===== config.mk =====
export PLATFORM = sky130hd
export DESIGN_NAME = can_req_sched_flat
export DESIGN_NICKNAME = d
export VERILOG_FILES = /design/src/rtl/can_req_sched_if.sv /design/src/rtl/can_req_sched.sv /design/src/flat_wrapper.sv
export SDC_FILE = /design/constraint.sdc
export NUM_CORES = 1
export LEC_CHECK = 0
export BUFFER_PORTS_ARGS = -buffer_cell sky130_fd_sc_hd__buf_2
export CORE_MARGIN = 2
export CORE_UTILIZATION = 59
export CTS_BUF_LIST = sky130_fd_sc_hd__clkbuf_8
export CTS_CLUSTER_DIAMETER = 40
export DETAILED_ROUTE_END_ITERATION = 16
export GPL_ROUTABILITY_DRIVEN = 0
export GPL_TIMING_DRIVEN = 0
export HOLD_SLACK_MARGIN = 0.08
export PLACE_DENSITY = 0.83
export SLEW_MARGIN = 40
export SYNTH_ARGS = -nofsm -noshare
export SYNTH_HDL_FRONTEND = slang
export SYNTH_SLANG_ARGS = --single-unit

===== constraint.sdc =====
create_clock -name clk -period 3.35 [get_ports clk]
set_input_delay 0.335 -clock clk [delete_from_list [all_inputs] [get_ports clk]]
set_output_delay 0.335 -clock clk [all_outputs]
set_load 0.05 [all_outputs]

===== src/rtl/can_req_sched_if.sv =====
// can_req_sched_if: bundle between the round-robin CAN request scheduler and
// its environment (per-channel requesters plus the CAN TX/RX datapath).
//   master : scheduler side; drives tx_start/tx_ch/done/fail/busy.
//   slave  : environment side; drives time_limit/max_retry/req/tx_done/rx_*.
interface can_req_sched_if #(
   parameter int unsigned NCH = 4,
   parameter int unsigned RW  = 2
);
   localparam int unsigned CW = $clog2(NCH);
   localparam int unsigned TW = 32;

   logic [TW-1:0]  time_limit;
   logic [RW-1:0]  max_retry;
   logic [NCH-1:0] req;
   logic           tx_start;
   logic [CW-1:0]  tx_ch;
   logic           tx_done;
   logic           rx_valid;
   logic [CW-1:0]  rx_ch;
   logic [NCH-1:0] done;
   logic [NCH-1:0] fail;
   logic           busy;

   modport master (
      input  time_limit, max_retry, req, tx_done, rx_valid, rx_ch,
      output tx_start, tx_ch, done, fail, busy
   );

   modport slave (
      output time_limit, max_retry, req, tx_done, rx_valid, rx_ch,
      input  tx_start, tx_ch, done, fail, busy
   );
endinterface


===== src/rtl/can_req_sched.sv =====
// can_req_sched: shares one CAN TX path and one response timer among NCH
// requesters. Grants round-robin, launches TX, waits for the matching
// response, retries on timeout up to max_retry, then reports done/fail.
// Ports:
//   clk  - system clock
//   rst  - synchronous active-low reset
//   bus  - can_req_sched_if.master (requests, TX launch, RX response,
//          programmable timeout/retry, done/fail pulses, busy)
module can_req_sched #(
   parameter int unsigned NCH = 4,
   parameter int unsigned RW  = 2
) (
   input  logic            clk,
   input  logic            rst,
   can_req_sched_if.master bus
);
   localparam int unsigned CW = $clog2(NCH);
   localparam int unsigned TW = 32;

   localparam logic [2:0] S_IDLE    = 3'd0;
   localparam logic [2:0] S_SEND    = 3'd1;
   localparam logic [2:0] S_WAIT_TX = 3'd2;
   localparam logic [2:0] S_WAIT_RX = 3'd3;
   localparam logic [2:0] S_DONE    = 3'd4;
   localparam logic [2:0] S_FAIL    = 3'd5;

   logic [2:0]     state, state_d;
   logic [CW-1:0]  tx_ch_q, tx_ch_d;
   logic [CW-1:0]  last_q, last_d;
   logic [RW-1:0]  retry_q, retry_d;
   logic [TW-1:0]  timer_q, timer_d;
   logic           tx_start_q, tx_start_d;
   logic           busy_q, busy_d;
   logic [NCH-1:0] done_q, done_d;
   logic [NCH-1:0] fail_q, fail_d;

   logic           grant_vld_c;
   logic [CW-1:0]  grant_ch_c;
   logic [CW-1:0]  scan_c;
   logic           rx_match_c;
   logic           timeout_c;

   // Round-robin pick: first set req bit searching upward from last+1.
   always_comb begin
      grant_vld_c = 1'b0;
      grant_ch_c  = '0;
      scan_c      = '0;
      for (int unsigned i = 1; i <= NCH; i++) begin
         scan_c = CW'((32'(last_q) + i) % NCH);
         if (!grant_vld_c && bus.req[scan_c]) begin
            grant_vld_c = 1'b1;
            grant_ch_c  = scan_c;
         end
      end
   end

   // A matching response wins over a timeout in the same cycle.
   assign rx_match_c = bus.rx_valid && (bus.rx_ch == tx_ch_q);
   assign timeout_c  = (timer_q >= bus.time_limit);

   // Next-state and next-output logic; outputs are registered from *_d.
   always_comb begin
      state_d = state;
      tx_ch_d = tx_ch_q;
      last_d  = last_q;
      retry_d = retry_q;
      timer_d = timer_q;

      case (state)
         S_IDLE: begin
            if (grant_vld_c) begin
               tx_ch_d = grant_ch_c;
               retry_d = '0;
               state_d = S_SEND;
            end
         end
         S_SEND: begin
            state_d = S_WAIT_TX;
         end
         S_WAIT_TX: begin
            if (bus.tx_done) begin
               timer_d = '0;
               state_d = S_WAIT_RX;
            end
         end
         S_WAIT_RX: begin
            // Saturating timer: never wraps back below time_limit.
            if (timer_q != '1) begin
               timer_d = timer_q + TW'(1);
            end
            if (rx_match_c) begin
               state_d = S_DONE;
            end else if (timeout_c) begin
               if (retry_q < bus.max_retry) begin
                  retry_d = retry_q + RW'(1);
                  state_d = S_SEND;
               end else begin
                  state_d = S_FAIL;
               end
            end
         end
         S_DONE, S_FAIL: begin
            last_d  = tx_ch_q;
            state_d = S_IDLE;
         end
         default: begin
            state_d = S_IDLE;
         end
      endcase

      tx_start_d = (state_d == S_SEND);
      busy_d     = (state_d != S_IDLE);
      done_d     = (state_d == S_DONE) ? (NCH'(1) << tx_ch_d) : '0;
      fail_d     = (state_d == S_FAIL) ? (NCH'(1) << tx_ch_d) : '0;
   end

   // State and output registers.
   always_ff @(posedge clk) begin
      if (!rst) begin
         state      <= S_IDLE;
         tx_ch_q    <= '0;
         last_q     <= CW'(NCH - 1);
         retry_q    <= '0;
         timer_q    <= '0;
         tx_start_q <= 1'b0;
         busy_q     <= 1'b0;
         done_q     <= '0;
         fail_q     <= '0;
      end else begin
         state      <= state_d;
         tx_ch_q    <= tx_ch_d;
         last_q     <= last_d;
         retry_q    <= retry_d;
         timer_q    <= timer_d;
         tx_start_q <= tx_start_d;
         busy_q     <= busy_d;
         done_q     <= done_d;
         fail_q     <= fail_d;
      end
   end

   assign bus.tx_start = tx_start_q;
   assign bus.tx_ch    = tx_ch_q;
   assign bus.done     = done_q;
   assign bus.fail     = fail_q;
   assign bus.busy     = busy_q;
endmodule


===== src/flat_wrapper.sv =====
// flat-port wrapper written by rule: the top's interface ports become plain ports
module can_req_sched_flat 
#(
   parameter int unsigned NCH = 4,
   parameter int unsigned RW  = 2
)
  (clk, rst, bus_time_limit, bus_max_retry, bus_req, bus_tx_done, bus_rx_valid, bus_rx_ch, bus_tx_start, bus_tx_ch, bus_done, bus_fail, bus_busy);
  can_req_sched_if #(.NCH(NCH), .RW(RW)) bus_i ();
  input  logic clk;
  input  logic rst;
  input wire logic [$bits(bus_i.time_limit)-1:0] bus_time_limit;
  input wire logic [$bits(bus_i.max_retry)-1:0] bus_max_retry;
  input wire logic [$bits(bus_i.req)-1:0] bus_req;
  input wire logic [$bits(bus_i.tx_done)-1:0] bus_tx_done;
  input wire logic [$bits(bus_i.rx_valid)-1:0] bus_rx_valid;
  input wire logic [$bits(bus_i.rx_ch)-1:0] bus_rx_ch;
  output wire logic [$bits(bus_i.tx_start)-1:0] bus_tx_start;
  output wire logic [$bits(bus_i.tx_ch)-1:0] bus_tx_ch;
  output wire logic [$bits(bus_i.done)-1:0] bus_done;
  output wire logic [$bits(bus_i.fail)-1:0] bus_fail;
  output wire logic [$bits(bus_i.busy)-1:0] bus_busy;
  assign bus_i.time_limit = bus_time_limit;
  assign bus_i.max_retry = bus_max_retry;
  assign bus_i.req = bus_req;
  assign bus_i.tx_done = bus_tx_done;
  assign bus_i.rx_valid = bus_rx_valid;
  assign bus_i.rx_ch = bus_rx_ch;
  assign bus_tx_start = bus_i.tx_start;
  assign bus_tx_ch = bus_i.tx_ch;
  assign bus_done = bus_i.done;
  assign bus_fail = bus_i.fail;
  assign bus_busy = bus_i.busy;
  can_req_sched #(.NCH(NCH), .RW(RW)) u_core (.clk(clk), .rst(rst), .bus(bus_i));
endmodule

==> results of run 1 <==
cell families after synthesis:
family                   count (synthesis)
AND/OR/NAND/NOR                        160
buffers and inverters                   56
AO/OA/AOI/OAI                          102
multiplexers                             4
flip-flops                              51
adder cells (fa/ha/maj)                 34
XOR/XNOR                                15
per-layer routing:
layer | track usage, % | wire (µm) | share of wire (%)
met3 | 3.03 | 250 | 3.2
met2 | 44.6 | 3790 | 48
met5 | 0 | 0 | 0
met1 | 35.9 | 3770 | 48
met4 | 6.27 | 90 | 1.1
stage by stage:
step           cells  hold WS (ns)  instance area (µm²)  total power [mW]  util [%]
2_1_floorplan    422         0.475                 3420             0.859         -
3_3_place_gp     548         0.492                 3780             0.935      68.2
3_5_place_dp     548         0.513                 3780             0.945      68.2
4_1_cts          556         0.386                 3880              1.32      70.0
5_1_grt          556         0.424                 3880              1.38      70.0
6_report         556         0.385                 3880              1.32      70.0
cell usage in the layout, fill, tap and decap left out, drive strengths merged, types with 2 or more instances in the layout:
cell type	n
nand3	17
xnor2	14
dfxtp	51
o211ai	2
nand2b	7
o21bai	2
o21ai	20
o31ai	4
buf	57
nand4	14
or2	3
a21o	3
nor4b	2
or4	10
a21oi	39
a2111oi	9
nor2b	3
nor3	7
nor4	5
o2111ai	2
clkinv	3
and2	3
ha	34
nor3b	2
a31oi	4
clkbuf	15
or3	18
nor2	29
inv	43
mux2i	4
nand2	34
a211oi	6
and4	2
nand3b	2
layout make-up:
class                   instances  share of cell area (%)
plain buffers                  13                    1.58
inverters                      43                    4.16
clock buffers                   5                    1.77
well taps                      72                    2.32
flip-flops and latches         51                    26.3
clock inverters                 3                   0.742
repair buffers                 54                    6.97
multi-input cells             315                    56.1
worst max-delay path, cell delays in order, from the launching register on:
cell,delay (ns)
dfxtp_1,0.38
ha_1,0.31
nand4_1,0.15
or4_1,0.65
a311oi_2,0.56
o21bai_1,0.36
a2111oi_0,0.48
where the power goes:
group	total, mW	internal, mW	switching, mW
clock network	0.381	0.155	0.226
logic	0.297	0.0973	0.200
registers	0.638	0.624	0.0146
sequential cells by signal (all words and copies together), names as in the netlist:
signal	flops
u_core.bus.busy	1
u_core.bus.done	4
u_core.bus.fail	4
u_core.bus.tx_ch	2
u_core.bus.tx_start	1
u_core.last_q	2
u_core.retry_q	2
u_core.state	3
u_core.timer_q	32
final timing paths:
path              slack (ns)                               to                             from
setup / recovery        0.36    u_core.bus.done[1]$_SDFF_PN0_  u_core.timer_q[29]$_SDFFE_PN0P_
setup reg to reg        0.36    u_core.bus.done[1]$_SDFF_PN0_  u_core.timer_q[29]$_SDFFE_PN0P_
hold reg to reg         0.53  u_core.timer_q[11]$_SDFFE_PN0P_  u_core.timer_q[11]$_SDFFE_PN0P_
hold / removal          0.39    u_core.last_q[0]$_SDFFE_PN1P_                              rst
==> results.ini, run 1 <==
[run_status]
outcome=complete, no violations

[synthesis]
synth_top_family_by_area=simple AND/OR/NAND/NOR gates
synth-simple-area-share_pct=25.7
ys_top_cells_by_count=dfxtp_1 (51), inv_1 (42), ha_1 (34), nand2_1 (34), a21oi_1 (33)
synth_fp_nets=500
synth.mux.area_fraction_pct=1.17
synthAdderAreaFrac_pct=12.4
synth-seq-cells=51
synth-xor-area-share_pct=3.84
ys_async_sr_fraction_pct=0
synth-warning-count=0
netlist_area_um2=3420
post_synth.cell_area_avg_um2=8.11
synth_compound_gate_area_share_pct=20.5
synth_largest_type_area_fraction_pct=29.8
ys_types=60
synth_sequential_area_ratio_pct=29.8
post_synth_inst_count=422
synth_enable_flop_cells=0
ys_top_cells_by_area=dfxtp_1 (30%), ha_1 (12%), a21oi_1 (4.8%)
synth_most_common_cell=dfxtp_1
most_instantiated_flip_flop_cell_in_the_synthesis_netlist=dfxtp_1
area_leader_netlist=dfxtp_1

[hold_path]
worst_hold_path.num_cells=2
holdCritPathClass=in2reg

[die]
placementRows=27
initial_core_util_pct=61.7
fp.dieArea_um2=6420
floorplan.die.height_um=80.1
die_width_um=80.1
core_um2=5540
floorplan.io_pins=56

[final_layout]
num_antenna_cells=0
area_occupied_by_multi_input_gates_um2=2180
post_route_cells_drive_above_1_share_pct=17.4
fillCellCount=464
area_delta_synth_final_pct=13.4
seqCellArea_um2=1020
fin_nets=561

[route]
dr.pass1.iters=5
antenna_violating_nets_post_route=0
drc=0
routed-via-count=3257
wirelength_mm=7.91
drt_first_iter_violations=170
vias_per_cell=5.86
post_drt_wl_per_cell_um=14.2

[placed_design]
detailedPlacementHpwl_mm=6.17
port-buffer-count=54
place_worst_setup_slack_ns=0.317

[timing]
max_slew.worst_pin.slew_ns=0.628
fmaxAchievable_mhz=334
max_slew_margin_pct=58.1
fin_crit_sh_pct=89.3
timing.final.ws_setup_ns=0.360
number_of_setup_violations_in_the_final_report=0
finalHoldViolCount=0
final.setup_skew_ns=0.00858
totalNegativeSetupSlack_ns=0
maxSlewViolCount=0
minimum_period_implied_by_the_final_worst_setup_slack_ns=2.99
rsz0062_at_grt=false

[grt]
grt.total_usage_pct=26.4
wire_length_of_the_first_global_routing_pass_mm=13.8
first_global_vias=3114
global_route.overflow_total=0
antenna_found_initial=0
grt_start_max_net_pins=19

[clock_network]
h_tree_depth=2
numClockSinks=51
cts.path.max_buffers=2
cts_root_buffer=clkbuf_8
cts.clk_slew.worst_paths_ns=0.10
post_cts_resize_count=0
clk-insertion-delay-late_ns=0.31
numCtsBuffers=5
clock_tree_from_tritoncts=built
cts.repair_timing.setup_buffer_count=0
hold_buffer_count_at_cts=0

[critical_path]
path_class=reg2reg
setup.worst_path.end_class=flip-flop
r2r.worst_path.cells=6
type_of_origin_of_the_critical_path=flip-flop
cp_data_required_time_ns=3.54
worstPathMaxFanout=9
worst-endpoint-arrival_ns=3.18

[pwr]
irDropWorstVdd_mv=0.212
power_density_nw_per_um2=339
p_leak_nw=1.59

[job]
max-cap-violations=0

(Power assumes the default switching activity.)
==> run 2, diff against run 1 <==
Settings changed: CORE_MARGIN 2 to default.
==> run 2 against run 1 <==
Compared with the run above: clock skew fell by 0.0011 ns; highest routed layer unchanged; non-clock buffer count stayed put; largest cell class unchanged; cell area is 0.48% higher; sequential share of layout area decreased by 0.13 points; sequential power about the same; count of clock-buffer cells in the layout unchanged.
==> results.ini, run 2 (synthesis results as in run 1) <==
[die]
die_width_um=78.1
initial_core_util_pct=61.7
floorplan.die.height_um=78.1
placementRows=27
core_um2=5540
floorplan.io_pins=56
fp.dieArea_um2=6110

[route]
antenna_violating_nets_post_route=0
post_drt_wl_per_cell_um=14.2
drt_first_iter_violations=219
wl_met1_mm=3.59
maxUsedRoutingLayer=met4
routed-via-count=3358
vias_per_cell=6.04
drc=0
met3_length_um=451
dr.pass1.iters=5
wirelength_mm=7.92
met2_length_mm=3.73

[timing]
max_slew_margin_pct=57.9
max_slew.worst_pin.slew_ns=0.627
finalHoldViolCount=0
rsz0062_at_grt=false
fin_crit_sh_pct=89.8
fmaxAchievable_mhz=332
final.setup_skew_ns=0.00748
fin_hold_ws_ns=0.358
minimum_period_implied_by_the_final_worst_setup_slack_ns=3.01
number_of_setup_violations_in_the_final_report=0
maxSlewViolCount=0
totalNegativeSetupSlack_ns=0

[critical_path]
worst_path_max_stage_delay_ns=0.65
type_of_origin_of_the_critical_path=flip-flop
setup.worst_path.end_class=flip-flop
critical_path_slowest_stage_cell=or4_1
worstPathMaxFanout=9
cp_data_required_time_ns=3.54
path_class=reg2reg
crit_chain=ha_1 > nand4_1 > or4_1 > a311oi_2 > o21bai_1 > a2111oi_0
worst-endpoint-arrival_ns=3.20

[pwr]
p_int_uw=948
p_leak_nw=1.59
comb_power_share_pct=21.5
p_seq_share_pct=45.8
irDropWorstVdd_mv=0.221
p_switching_uw=442
swShare_pct=31.8
power_density_nw_per_um2=357
clock_power_share_pct=32.7
total_power_mw=1.39

[run_status]
outcome=complete, no violations

[clock_network]
hold_buffer_count_at_cts=0
numCtsBuffers=5
clock_tree_from_tritoncts=built
cts.clk_slew.worst_paths_ns=0.11
clk-insertion-delay-late_ns=0.31
cts_root_buffer=clkbuf_8
h_tree_depth=2
numClockSinks=51
cts.path.max_buffers=2
cts.repair_timing.setup_buffer_count=0
post_cts_resize_count=0

[final_layout]
fin_nets=561
num_antenna_cells=0
largest_register_ffs=32
fillCellCount=476
seqCellArea_um2=1020
area_delta_synth_final_pct=13.9
largest-register=u_core.timer_q
finalInstanceArea_um2=3900
post_route_cells_drive_above_1_share_pct=17.4
final_common_cell=buf_2
layout_common_cells=buf_2 (55), dfxtp_1 (51), inv_1 (42)
area_occupied_by_multi_input_gates_um2=2180

[grt]
grt.total_usage_pct=28.2
wire_length_of_the_first_global_routing_pass_mm=14.0
first_global_vias=3234
antenna_found_initial=0
grt_start_max_net_pins=18
global_route.overflow_total=0

[placed_design]
post_dp_cell_area_um2=3780
port-buffer-count=54
detailedPlacementHpwl_mm=6.06

[hold_path]
holdCritPathClass=in2reg

[job]
max-cap-violations=0

## run 2: power by group through the flow
stage / logic (mW) / clock network, mW / registers, mW
after CTS: 0.294 / 0.450 / 0.637
after floorplan: 0.174 / 0 / 0.685
after detailed placement: 0.291 / 0 / 0.651
final: 0.298 / 0.455 / 0.637
after global placement: 0.283 / 0 / 0.651
after global routing: 0.333 / 0.474 / 0.639
## run 2: worst max-delay path: cells and delay by family, from the launching register on
kind	cells	cell delay [ns]
flip-flops	1	0.38
AND/OR/NAND/NOR	2	0.81
adder cells (fa/ha/maj)	1	0.31
AO/OA/AOI/OAI	3	1.40
## run 2: per-layer routing
metal,up-vias,GRT usage [%]
li1,1668,-
met1,1566,36.9
met2,104,47.2
met3,20,5.12
met4,0,8.52
met5,-,0
## run 2: layout make-up
type,count,share of cell area (%)
multi-input combinational,315,55.9
sequential,51,26.2
timing repair buffer,54,6.93
inverter,43,4.14
tap,72,2.31
clock buffer,5,1.77
buffer,13,1.57
clock inverter,3,1.22
## run 2: path summary, 6_finish.rpt
kind | from | end | slack [ns] | cells past startpoint
setup / recovery | u_core.timer_q[29]$_SDFFE_PN0P_ | u_core.bus.done[2]$_SDFF_PN0_ | 0.34 | 6
setup reg to reg | u_core.timer_q[29]$_SDFFE_PN0P_ | u_core.bus.done[2]$_SDFF_PN0_ | 0.34 | 6
hold reg to reg | u_core.timer_q[0]$_SDFFE_PN0P_ | u_core.timer_q[0]$_SDFFE_PN0P_ | 0.52 | 2
hold / removal | rst | u_core.last_q[0]$_SDFFE_PN1P_ | 0.36 | 2
## run 2: metrics by stage
| step | std cells | setup WS [ns] | util (%) |
|---|---|---|---|
| 2_1_floorplan | 422 | 0.960 | - |
| 3_3_place_gp | 548 | 0.417 | 68.2 |
| 3_5_place_dp | 548 | 0.286 | 68.2 |
| 4_1_cts | 556 | 0.342 | 70.3 |
| 5_1_grt | 556 | 0.109 | 70.3 |
| 6_report | 556 | 0.340 | 70.3 |
